File: src/rtl/cpu_pkg.sv
// Shared definitions for the multicycle CPU front end: data width, fetch FSM
// states, next-PC source encodings and the default reset PC.
package cpu_pkg;

  localparam int WORD_WIDTH = 16;
  localparam logic [WORD_WIDTH-1:0] RESET_PC_DEFAULT = 16'h0000;

  typedef enum logic [1:0] {
    IDLE = 2'd0,
    REQ  = 2'd1,
    DONE = 2'd2
  } fetch_state_e;

  localparam logic [1:0] PC_SEQ    = 2'd0;
  localparam logic [1:0] PC_BRANCH = 2'd1;
  localparam logic [1:0] PC_JUMP   = 2'd2;
  localparam logic [1:0] PC_REG    = 2'd3;

endpackage

File: src/rtl/next_pc_calc.sv
// Combinational next-PC selection; shared with the branch-resolution logic.
module next_pc_calc
  import cpu_pkg::*;
#(
  parameter int W = WORD_WIDTH
) (
  input  logic [W-1:0] pc_i,
  input  logic [1:0]   pc_sel_i,
  input  logic [7:0]   branch_offset_i,
  input  logic [11:0]  jump_target_i,
  input  logic [W-1:0] reg_target_i,
  output logic [W-1:0] next_pc_o
);

  logic [W-1:0] seq_pc;
  logic [W-1:0] offset_ext;

  assign seq_pc     = pc_i + W'(1);
  assign offset_ext = {{(W-8){branch_offset_i[7]}}, branch_offset_i};

  always_comb begin
    next_pc_o = seq_pc;
    case (pc_sel_i)
      PC_SEQ:    next_pc_o = seq_pc;
      PC_BRANCH: next_pc_o = seq_pc + offset_ext;
      PC_JUMP:   next_pc_o = {pc_i[W-1:12], jump_target_i};
      PC_REG:    next_pc_o = reg_target_i;
      default:   next_pc_o = seq_pc;
    endcase
  end

endmodule

File: src/rtl/instruction_fetch_unit.sv
// PC register, instruction-memory read handshake and instruction register.
// Build option FETCH_TIMEOUT_EN adds a wait counter and sticky fetch_error output.
module instruction_fetch_unit
  import cpu_pkg::*;
#(
  parameter int WORD_WIDTH = cpu_pkg::WORD_WIDTH,
  parameter logic [WORD_WIDTH-1:0] RESET_PC = RESET_PC_DEFAULT
`ifdef FETCH_TIMEOUT_EN
  ,
  parameter int TIMEOUT_CYCLES = 15
`endif
) (
  input  logic                  clk,
  input  logic                  reset,
  input  logic                  fetch_req,
  input  logic                  pc_write,
  input  logic [1:0]            pc_sel,
  input  logic [7:0]            branch_offset,
  input  logic [11:0]           jump_target,
  input  logic [WORD_WIDTH-1:0] reg_target,
  output logic                  i_readM,
  output logic [WORD_WIDTH-1:0] i_address,
  input  logic [WORD_WIDTH-1:0] i_data,
  input  logic                  inputReady,
  output logic [WORD_WIDTH-1:0] instruction,
  output logic                  IRWrite,
  output logic [WORD_WIDTH-1:0] pc,
`ifdef FETCH_TIMEOUT_EN
  output logic                  fetch_error,
`endif
  output logic                  fetch_busy
);

  fetch_state_e          state_q;
  logic [WORD_WIDTH-1:0] pc_q;
  logic [WORD_WIDTH-1:0] pc_d;
  logic [WORD_WIDTH-1:0] instr_q;

`ifdef FETCH_TIMEOUT_EN
  logic [3:0] wait_cnt_q;
  logic       fetch_error_q;
`endif

  next_pc_calc #(.W(WORD_WIDTH)) u_next_pc (
    .pc_i            (pc_q),
    .pc_sel_i        (pc_sel),
    .branch_offset_i (branch_offset),
    .jump_target_i   (jump_target),
    .reg_target_i    (reg_target),
    .next_pc_o       (pc_d)
  );

  // pc_q only moves outside REQ, so the address stays stable for the whole request.
  always_ff @(posedge clk or posedge reset) begin
    if (reset) begin
      state_q <= IDLE;
      pc_q    <= RESET_PC;
      instr_q <= '0;
`ifdef FETCH_TIMEOUT_EN
      wait_cnt_q    <= '0;
      fetch_error_q <= 1'b0;
`endif
    end else begin
      case (state_q)
        IDLE, DONE: begin
          if (pc_write) pc_q <= pc_d;
          state_q <= fetch_req ? REQ : IDLE;
`ifdef FETCH_TIMEOUT_EN
          wait_cnt_q <= '0;
`endif
        end
        REQ: begin
          if (inputReady) begin
            instr_q <= i_data;
            state_q <= DONE;
          end
`ifdef FETCH_TIMEOUT_EN
          else if (wait_cnt_q == 4'(TIMEOUT_CYCLES - 1)) begin
            fetch_error_q <= 1'b1;
            state_q       <= IDLE;
          end else begin
            wait_cnt_q <= wait_cnt_q + 4'd1;
          end
`endif
        end
        default: state_q <= IDLE;
      endcase
    end
  end

  assign i_readM     = (state_q == REQ);
  assign fetch_busy  = (state_q == REQ);
  assign i_address   = (state_q == REQ) ? pc_q : '0;
  assign IRWrite     = (state_q == DONE);
  assign instruction = instr_q;
  assign pc          = pc_q;
`ifdef FETCH_TIMEOUT_EN
  assign fetch_error = fetch_error_q;
`endif

endmodule

File: config.mk
export PLATFORM = sky130hd
export DESIGN_NAME = instruction_fetch_unit
export DESIGN_NICKNAME = d
export VERILOG_FILES = /design/src/rtl/cpu_pkg.sv /design/src/rtl/next_pc_calc.sv /design/src/rtl/instruction_fetch_unit.sv
export SDC_FILE = /design/constraint.sdc
export NUM_CORES = 1
export LEC_CHECK = 0
export CORE_MARGIN = 2
export CORE_UTILIZATION = 49
export DETAILED_ROUTE_END_ITERATION = 12
export PLACE_DENSITY = 0.93
export SLEW_MARGIN = 30
export SYNTH_ARGS = -nofsm -noshare
export SYNTH_HDL_FRONTEND = slang
export SYNTH_SLANG_ARGS = --single-unit
File: constraint.sdc
create_clock -name clk -period 5.75 [get_ports clk]
set_clock_uncertainty 0.15 [all_clocks]
set_input_delay 0.8625 -clock clk [delete_from_list [all_inputs] [get_ports clk]]
set_output_delay 0.8625 -clock clk [all_outputs]
set_load 0.005 [all_outputs]
== Word-level counts from Yosys, hierarchy flattened ==
Index checks and enable logic that the tools add are counted.
Operators by class
  $add $sub $neg: 2
  equality and inequality tests: 6
  mux-type cells: 5
  bitwise operators: 1
  reduce and logical (&&, ||, !) cells: 6
Operators with widths (count)
  $pmux W16 S4: 1
  $add A16 B1 Y16 const B: 1
  $add A16 B16 Y16: 1
  $mux W16: 1
  $eq A2 B2 Y1 const B: 3
  $eq A2 B1 Y1 const B: 2
  $logic_not A2 Y1: 2
  $pmux W2 S2: 1
  $reduce_and A2 Y1: 2
  $reduce_and A3 Y1: 1
  $mux W2: 1
  $ne A2 B2 Y1 const B: 1
  $reduce_or A2 Y1: 1
  $mux W1: 1
  $not A1 Y1: 1
Word-level totals
  register bits after elaboration: 34
  input port bits: 59
  output and inout port bits: 51
  word-level logic and storage cells: 24

== Logic depth before layout (Yosys ltp) ==
Gate-level depths: netlist of run 1.
  depth after elaboration: 3
  depth in mapped cells: 12
  mapped depth without buffers: 12

== Hierarchy ==
A second synthesis of run 1 with hierarchy kept.
Second synthesis, totals
  cells, all modules: 290
  area total of the unflattened synthesis: 3072.9 um^2
By module, submodules not included
  next_pc_calc: times used 1, cells each 195, area each 1566.5 um^2, seq. area each 0.0 um^2
  instruction_fetch_unit: times used 1, cells each 95, area each 1506.4 um^2, seq. area each 850.8 um^2

== Worst setup path before layout of run 1 ==
Ideal clock, no wire load.
  kind: input port to flip-flop
  start: input port branch_offset[0]
  end: register pc_q[6] (netlist: pc[6])
  library setup time: 125 ps
  arrival: 2645 ps
  data required time: 5475 ps
  path slack: 2830 ps
  stages on the path: 9
  path buffers: 0
  cells stage by stage: ha_1 > inv_1 > fa_1 > nor2b_1 > o2111ai_2 > nand2_2 > xor2_1 > mux4_2 > mux2_4
On the way
  word-level cells in the longest chain between the ends: 2
Ends and longest elaborated chain
  start, declared: RTL line instruction_fetch_unit.sv:18  | input logic [7:0] branch_offset,
  $add A16 B16 Y16: RTL line next_pc_calc.sv:25  | PC_BRANCH: next_pc_o = seq_pc + offset_ext;
  $pmux W16 S4: RTL line next_pc_calc.sv:23  | case (pc_sel_i)
  end signal, assigned: RTL line instruction_fetch_unit.sv:66  | if (pc_write) pc_q <= pc_d;
  end, declared: RTL line instruction_fetch_unit.sv:35  | logic [WORD_WIDTH-1:0] pc_q;
Every way passes these cells.
A chain may end at the register's enable or synchronous reset.

== Worst setup path after layout of run 1 ==
  start: register pc_q[2] (netlist: pc[2])
  end: register pc_q[14] (netlist: pc[14])
On the way
  word-level cells in the longest chain between the ends: 3
Ends and longest elaborated chain
  $add A16 B1 Y16 (*): RTL line next_pc_calc.sv:18  | assign seq_pc = pc_i + W'(1);
  $add A16 B16 Y16: RTL line next_pc_calc.sv:25
  $pmux W16 S4 (*): RTL line next_pc_calc.sv:23
Every way passes the cells marked *; elsewhere a longest branch is shown, timed or not.

==> flow_summary.ini, run 1 <==
[run_status]
outcome = finished clean

[placed_design]
dp_cells = 499
dp_hpwl_mm = 7.426
dp_slack_ps = 2141
gp_congestion = 0.8703
portBuffers = 109
placed_area_um2 = 4129

[floorplanning]
floorplan.rows = 28
start_util_pct = 50.63
core_area_um2 = 5921
die_h_um = 82.22
ioPinCount = 110
die_x_um = 82.22
die_area_um2 = 6760

[hold_path]
min_from = instruction[15]$_DFFE_PP0P_
hold_depth = 1
min_to = instruction[15]$_DFFE_PP0P_
hold_class = flip-flop to flip-flop

[worst_setup_path]
timing.rr.start = pc[2]$_DFFE_PP0P_
max_stage_delay_ps = 540
critical_path_depth = 11
crit_family = simple AND/OR/NAND/NOR gates
reg2reg_to = pc[14]$_DFFE_PP0P_
crit_buf_inv = 0
end_kind = flip-flop
path_cells = nand3_1, nor3_2, and2_1, xor2_1, ha_1, a21o_1, a21oi_1, o22ai_1, nor2_1, mux2_2, o21ai_0
reg2regPathDepth = 11
cp.arrival_ps = 3510
startpoint_type = flip-flop
worstSetupPathType = flip-flop to flip-flop
worstPathRequired_ps = 5830
reg2reg_slack_ps = 2320
crit_path_top_delay_cell = nor3_2
worst-path-max-fanout = 8

[route]
wl_per_cell_um = 19.36
via_count = 3125
wirelength_mm = 9.817
detail_route.vias_per_cell = 6.164
ant_nets = 0
drt_iter0_markers = 224
drc = 0
firstDrtPassIters = 6

[clock_tree]
path_clk_slew_ps = 80
cts.sinks = 34
cts_tree = yes
cts_resized = 0
clockRootBuffer = clkbuf_8
cts_made_buffers = 5
postCtsSetupBuffers = 0
clock_latency_ps = 310
cts_hold_buf = 0
clockBufferDepth = 2
cts-htree-levels = 2

[finish]
design_area_um2 = 4269
fill_cells = 422
n_antenna_cell = 0
drive_above_1_share_pct = 10.65
finalNetCount = 512
fin_cells = 507
area_growth_pct = 42.40

[sta]
slew_violations = 0
hold_violations = 0
post-route-period-util_pct = 59.72
worst_pin_slew_ps = 871.7
finalSetupViolations = 0
setup_slack_ps = 2316
period_minus_slack_ps = 3434
tns_ps = 0
rsz0062_at_grt = false
maxClockFrequency_mhz = 291.2
slew_headroom_pct = 41.62
hold-worst-slack_ps = 358.7

[pwr]
p_leak_nw = 1.798
vdd_ir_drop_max_mv = 0.3064
powerDensity_nw_per_um2 = 417.8

[global_route]
grt_max_degree = 35
grt_pass1_wl_mm = 15.01
grt_util_all_layers_pct = 29.25
grt-ovfl-total = 0
grt_pass1_vias = 3070
antenna_found_initial = 0

[yosys]
yosys.area.top_type = dfrtp_1
synth_nets = 411
synth_seq_area_share_pct = 28.38
yosys_warnings = 0
ys_types = 53
synth-seq-cells = 34
syn_inst = 330
synth_area_per_cell_um2 = 9.084
synth_top_area_share_pct = 28.38
synth_area_um2 = 2998
synth_area_leaders = dfrtp_1 28%, ha_1 8.8%, mux2_2 7.5%

[flow_run]
drv_cap = 0
-- stage by stage --
step,total power (W),utilization [%]
final,0.001784,72.10
after global routing,0.001902,72.10
after floorplan,0.001040,-
after global placement,0.001432,69.74
after CTS,0.001770,72.06
after detailed placement,0.001479,69.74
-- per-layer routing --
metal	global-route usage [%]	wire, µm	up-vias
met2	48.63	4958	184
li1	-	-	1405
met1	36.76	3806	1494
met3	5.761	672	42
met4	12.83	379	0
met5	0	0	-
-- state kept, by name, indices dropped and copies added (netlist names) --
register     cells
state_q          2
pc              16
instruction     16
-- Yosys cell counts, drive strengths merged --
master / number
mux2i: 7
clkinv: 1
nor3: 8
a31oi: 4
o211ai: 2
a22oi: 2
and4: 2
o41ai: 1
and2: 15
dfrtp: 34
a32o: 1
nand3: 7
a221oi: 1
xor2: 8
mux4: 6
a21oi: 20
fa: 1
mux2: 21
nor2: 17
a32oi: 2
and3: 3
a211oi: 6
o22ai: 4
o22a: 3
nand4: 8
nand2: 28
a21o: 7
inv: 15
o31a: 1
o21a: 3
ha: 21
nand2b: 3
nand3b: 1
nor2b: 5
clkbuf: 11
o311a: 1
o31ai: 3
buf: 6
nor3b: 1
xnor2: 17
o21ai: 19
o2111ai: 2
o211a: 1
a31o: 1
-- power by group --
part,internal (W),switching [W],total (W)
Combinational,0.000568,0.000490,0.00106
Sequential,0.000326,0.000122,0.000447
Clock,0.000174,0.000105,0.000279
-- placed cells by master (no fill, tap or decap), drive strengths merged, types with 2 or more instances in the layout --
cell | Yosys | final
clkdlybuf4s50 | 0 | 109
dfrtp | 34 | 34
nand2 | 28 | 28
ha | 21 | 21
mux2 | 21 | 21
a21oi | 20 | 20
o21ai | 19 | 19
nor2 | 17 | 17
xnor2 | 17 | 17
inv | 15 | 15
and2 | 15 | 15
xor2 | 8 | 8
nand4 | 8 | 8
nor3 | 8 | 8
a21o | 7 | 7
nand3 | 7 | 7
mux2i | 7 | 7
a211oi | 6 | 6
mux4 | 6 | 6
clkbuf | 11 | 5
nor2b | 5 | 5
o22ai | 4 | 4
a31oi | 4 | 4
o21a | 3 | 3
o31ai | 3 | 3
and3 | 3 | 3
nand2b | 3 | 3
o22a | 3 | 3
o211ai | 2 | 2
a32oi | 2 | 2
and4 | 2 | 2
a22oi | 2 | 2
bufinv | 0 | 2
buf | 6 | 2
clkinv | 1 | 2
o2111ai | 2 | 2
-- area by class of cell --
cell class	count	area (µm²)	area share [%]
tap	75	93.84	2.198
sequential	34	850.8	19.93
clock buffer	5	68.82	1.612
timing repair buffer	111	1106	25.91
inverter	16	60.06	1.407
multi-input combinational	263	2021	47.33
clock inverter	3	68.82	1.612
-- worst max-delay path by stage --
stage | end | startpoint | slack (ps)
finish | pc[14]$_DFFE_PP0P_ | pc[2]$_DFFE_PP0P_ | 2320
CTS | i_address[12] | state_q[0]$_DFFE_PP0P_ | 2140
detailed placement | pc[14]$_DFFE_PP0P_ | pc_sel[0] | 2140
global route | pc[14]$_DFFE_PP0P_ | pc[2]$_DFFE_PP0P_ | 2210
global placement | pc[6]$_DFFE_PP0P_ | branch_offset[0] | 2230
floorplan | pc[6]$_DFFE_PP0P_ | branch_offset[0] | 2830
-- cells by family (layout without fill, tap and decap cells) --
logic type,Yosys count,count (layout),share of synthesized area [%]
AOI/OAI and AO/OA,84,84,18.49
xor gates and xnor gates,25,25,7.304
adders and majority gates,22,22,9.432
buffers and inverters,33,135,4.382
DFF,34,34,28.38
muxes,34,34,14.86
and+or+nand+nor,98,98,17.15
No activity file was read; power rests on OpenSTA's default activity.
==> run 2: changes to the inputs <==
CORE_UTILIZATION = 46   (was 49)
PLACE_DENSITY = 0.88   (was 0.93)
clock period = 3.4 ns   (was 5.75 ns; I/O delays follow)
==> flow_summary.ini, run 2 (same netlist as run 1, synthesis figures left out) <==
[run_status]
outcome = finished clean

[placed_design]
placed_area_um2 = 4189
portBuffers = 109
dp_hpwl_mm = 7.278
dp_slack_ps = 101.3
gp_congestion = 0.8714

[floorplanning]
floorplan.rows = 29
die_area_um2 = 7179
die_x_um = 84.73
die_h_um = 84.73
ioPinCount = 110
start_util_pct = 47.48
core_area_um2 = 6314

[route]
wl_met1_mm = 3.751
firstDrtPassIters = 5
ant_nets = 0
drt_iter0_markers = 240
detail_route.vias_per_cell = 6.004
met3WireLength_um = 730
drc = 0
top_layer = met4
via_count = 3104
met2_length_mm = 5.042
wirelength_mm = 9.867
wl_per_cell_um = 19.09

[worst_setup_path]
reg2reg_slack_ps = 100
worst-path-max-fanout = 5
startpoint = pc[0]$_DFFE_PP0P_
startpoint_type = flip-flop
crit_family = multiplexers
crit_path_top_delay_cell = mux4_2
reg2regPathDepth = 11
timing.rr.start = pc[0]$_DFFE_PP0P_
crit_buf_inv = 0
worstPathRequired_ps = 3430
crit_path_frequent_cell = ha_2
reg2reg_to = pc[6]$_DFFE_PP0P_
crit_end = pc[6]$_DFFE_PP0P_
max_stage_delay_ps = 480
path_cells = ha_2, and2_1, nand2_1, xnor2_1, ha_2, a21o_1, a21oi_2, nand2_2, xor2_1, mux4_2, mux2_4
cp.arrival_ps = 3330
end_kind = flip-flop
critical_path_depth = 11
worstSetupPathType = flip-flop to flip-flop

[sta]
period_minus_slack_ps = 3299
hold-worst-slack_ps = 358.8
setup_slack_ps = 101.1
hold_violations = 0
slew_headroom_pct = 41.18
rsz0062_at_grt = false
post-route-period-util_pct = 97.03
slew_violations = 0
finalSetupViolations = 0
maxClockFrequency_mhz = 303.1
tns_ps = 0
worst_pin_slew_ps = 882.3

[global_route]
grt_util_all_layers_pct = 27.00
grt_max_degree = 35
grt_pass1_vias = 3180
grt_pass1_wl_mm = 15.32
grt-ovfl-total = 0
antenna_found_initial = 0

[clock_tree]
cts-htree-levels = 2
postCtsSetupBuffers = 0
clockBufferDepth = 2
cts_made_buffers = 5
cts.sinks = 34
clock_latency_ps = 300
clockRootBuffer = clkbuf_8
cts_tree = yes
path_clk_slew_ps = 90

[hold_path]
hold_class = flip-flop to flip-flop
hold_depth = 1

[finish]
fin_util_pct = 68.73
drive_above_1_share_pct = 12.50
n_antenna_cell = 0
design_area_um2 = 4339
layout.cells.most_common_list = 109 x clkdlybuf4s50_1, 33 x dfrtp_1, 27 x nand2_1
final_common_cell = clkdlybuf4s50_1
area_growth_pct = 44.74
finalNetCount = 520

[pwr]
p_leak_nw = 1.841
powerDensity_nw_per_um2 = 704.1
vdd_ir_drop_max_mv = 0.4110

[flow_run]
drv_cap = 0
## run 2: worst min path at each step
stage	start	endpoint	slack, ps
2_1_floorplan	state_q[0]$_DFFE_PP0P_	state_q[0]$_DFFE_PP0P_	340
3_3_place_gp	instruction[0]$_DFFE_PP0P_	instruction[0]$_DFFE_PP0P_	340
3_5_place_dp	instruction[4]$_DFFE_PP0P_	instruction[4]$_DFFE_PP0P_	340
4_1_cts	instruction[4]$_DFFE_PP0P_	instruction[4]$_DFFE_PP0P_	360
5_1_grt	instruction[1]$_DFFE_PP0P_	instruction[1]$_DFFE_PP0P_	370
6_report	instruction[1]$_DFFE_PP0P_	instruction[1]$_DFFE_PP0P_	360
## run 2: area by class of cell
class | instances | area [µm²]
clock buffer | 5 | 68.82
multi-input combinational | 263 | 2027
tap | 77 | 96.34
inverter | 16 | 60.06
fill | 474 | 1974
sequential | 34 | 852.1
clock inverter | 3 | 68.82
timing repair buffer | 119 | 1166
## run 2: timing repair
| item | 4_1_cts | 5_1_grt |
|---|---|---|
| endpoints found under the setup margin | 0 | 4 |
| resized for setup | 0 | 4 |
| hold buffers | 0 | 0 |
## run 2: worst register-to-register path: stages, from the launching register on
cell,delay (ps)
dfrtp_2,470
ha_2,250
and2_1,200
nand2_1,80
xnor2_1,240
ha_2,380
a21o_1,210
a21oi_2,200
nand2_2,90
xor2_1,160
mux4_2,480
mux2_4,270
## run 2: through the flow
stage,instances,total power [W]
after floorplan,330,0.001758
after global placement,509,0.002478
after detailed placement,509,0.002528
after CTS,517,0.003031
after global routing,517,0.003245
final,517,0.003055
## run 2: power breakdown
part / internal (W) / switching [W]
sequential: 0.000552 / 0.000189
clock: 0.000294 / 0.000178
combinational: 0.000991 / 0.000852
## run 2: per-layer routing
| metal | GRT usage, % | vias up |
|---|---|---|
| li1 | - | 1418 |
| met1 | 32.28 | 1484 |
| met2 | 47.10 | 172 |
| met3 | 4.425 | 30 |
| met4 | 12.84 | 0 |
| met5 | 0 | - |
==> run 3: changes to the inputs <==
CORE_UTILIZATION = 35   (was 46)
PLACE_DENSITY = 0.71   (was 0.88)
clock period = 3.94 ns   (was 3.4 ns; I/O delays follow)
==> flow_summary.ini, run 3 (same netlist as run 1, synthesis figures left out) <==
[run_status]
outcome = finished clean

[placed_design]
dp_hpwl_mm = 7.335
portBuffers = 109
dp_cells = 535
gp_congestion = 0.8659

[clock_tree]
cts_resized = 0
path_clk_slew_ps = 70
clockRootBuffer = clkbuf_8
clockBufferDepth = 2
cts_hold_buf = 0
cts-htree-levels = 2
cts.sinks = 34
cts_tree = yes
cts_made_buffers = 5
postCtsSetupBuffers = 0
clock_latency_ps = 290

[route]
drc = 0
wl_per_cell_um = 17.36
firstDrtPassIters = 4
ant_nets = 0
drt_iter0_markers = 130
detail_route.vias_per_cell = 5.444
wirelength_mm = 9.424
via_count = 2956

[finish]
finalNetCount = 518
fin_cells = 543
fin_util_pct = 52.29
n_antenna_cell = 0
layout.cells.most_common_list = 109 x clkdlybuf4s50_1, 34 x dfrtp_1, 27 x nand2_1
area_growth_pct = 44.03
final_common_cell = clkdlybuf4s50_1
drive_above_1_share_pct = 11.42

[global_route]
grt-ovfl-total = 0
grt_max_degree = 35
grt_pass1_wl_mm = 14.89
grt_util_all_layers_pct = 20.61
antenna_found_initial = 0
grt_pass1_vias = 3056

[floorplanning]
core_area_um2 = 8258
start_util_pct = 36.30
ioPinCount = 110
die_h_um = 96.55
floorplan.rows = 33
die_area_um2 = 9322
die_x_um = 96.55

[sta]
tns_ps = 0
post-route-period-util_pct = 82.59
maxClockFrequency_mhz = 307.3
worst_pin_slew_ps = 870.1
period_minus_slack_ps = 3254
finalSetupViolations = 0
slew_headroom_pct = 42.00
slew_violations = 0
hold_violations = 0
rsz0062_at_grt = false

[worst_setup_path]
crit_family = multiplexers
crit_path_frequent_cell = ha_1
crit_path_top_delay_cell = mux4_2
critical_path_depth = 11
end_kind = flip-flop
cp.arrival_ps = 3280
worstPathRequired_ps = 3970
reg2regPathDepth = 11
crit_buf_inv = 0
path_cells = ha_1, and2_1, nand2_1, xnor2_1, ha_1, a21o_1, a21oi_2, nand2_2, xor2_1, mux4_2, mux2_4
max_stage_delay_ps = 450
worstSetupPathType = flip-flop to flip-flop
startpoint_type = flip-flop
worst-path-max-fanout = 6

[hold_path]
hold_class = flip-flop to flip-flop
hold_depth = 1

[pwr]
powerDensity_nw_per_um2 = 580.4
vdd_ir_drop_max_mv = 0.3120
p_leak_nw = 1.815

[flow_run]
drv_cap = 0
==> run 3: final cells by class <==
class                   count  area [µm²]
clock buffers               5       68.82
clock inverters             3       40.04
multi-input cells         263        2016
flip-flops and latches     34       850.8
well taps                 105       131.4
repair buffers            117        1151
inverters                  16       60.06
fillers                   793        3940
==> run 3: worst paths after layout <==
check | startpoint | end | slack (ps)
max | pc[1]$_DFFE_PP0P_ | pc[6]$_DFFE_PP0P_ | 690
min | instruction[12]$_DFFE_PP0P_ | instruction[12]$_DFFE_PP0P_ | 360
max in group asynchronous | reset | pc[2]$_DFFE_PP0P_ | 2730
min in group asynchronous | reset | state_q[1]$_DFFE_PP0P_ | 570
min reg2reg | instruction[12]$_DFFE_PP0P_ | instruction[12]$_DFFE_PP0P_ | 360
max reg2reg | pc[1]$_DFFE_PP0P_ | pc[6]$_DFFE_PP0P_ | 690
==> run 3: power by group <==
group	total, W	internal (W)	switching [W]	leakage, nW
clock network	0.000324	0.000186	0.000138	0.0579
logic	0.00155	0.000834	0.000712	1.36
registers	0.000636	0.000476	0.000160	0.395
total	0.00251	0.00150	0.00101	1.81
==> run 3: layer usage <==
metal	share of wire, %	wire, µm	vias to the layer above	track usage [%]
li1	-	-	1425	-
met1	43	4023	1413	26.03
met2	50	4719	107	36.98
met3	6.1	575	11	3.336
met4	1.1	106	0	4.460
met5	0	0	-	0
==> run 3: stage by stage <==
| stage | setup WS, ps | hold WS (ps) | instance area (µm²) | total power, W |
|---|---|---|---|---|
| after global placement | 681.7 | 337.5 | 4209 | 0.002135 |
| after floorplan | 1046 | 341.8 | 2998 | 0.001517 |
| after CTS | 705.4 | 360.9 | 4318 | 0.002511 |
| final | 685.9 | 355.5 | 4318 | 0.002506 |
| after global routing | 513.8 | 372.3 | 4318 | 0.002699 |
| after detailed placement | 613.6 | 343.9 | 4209 | 0.002173 |
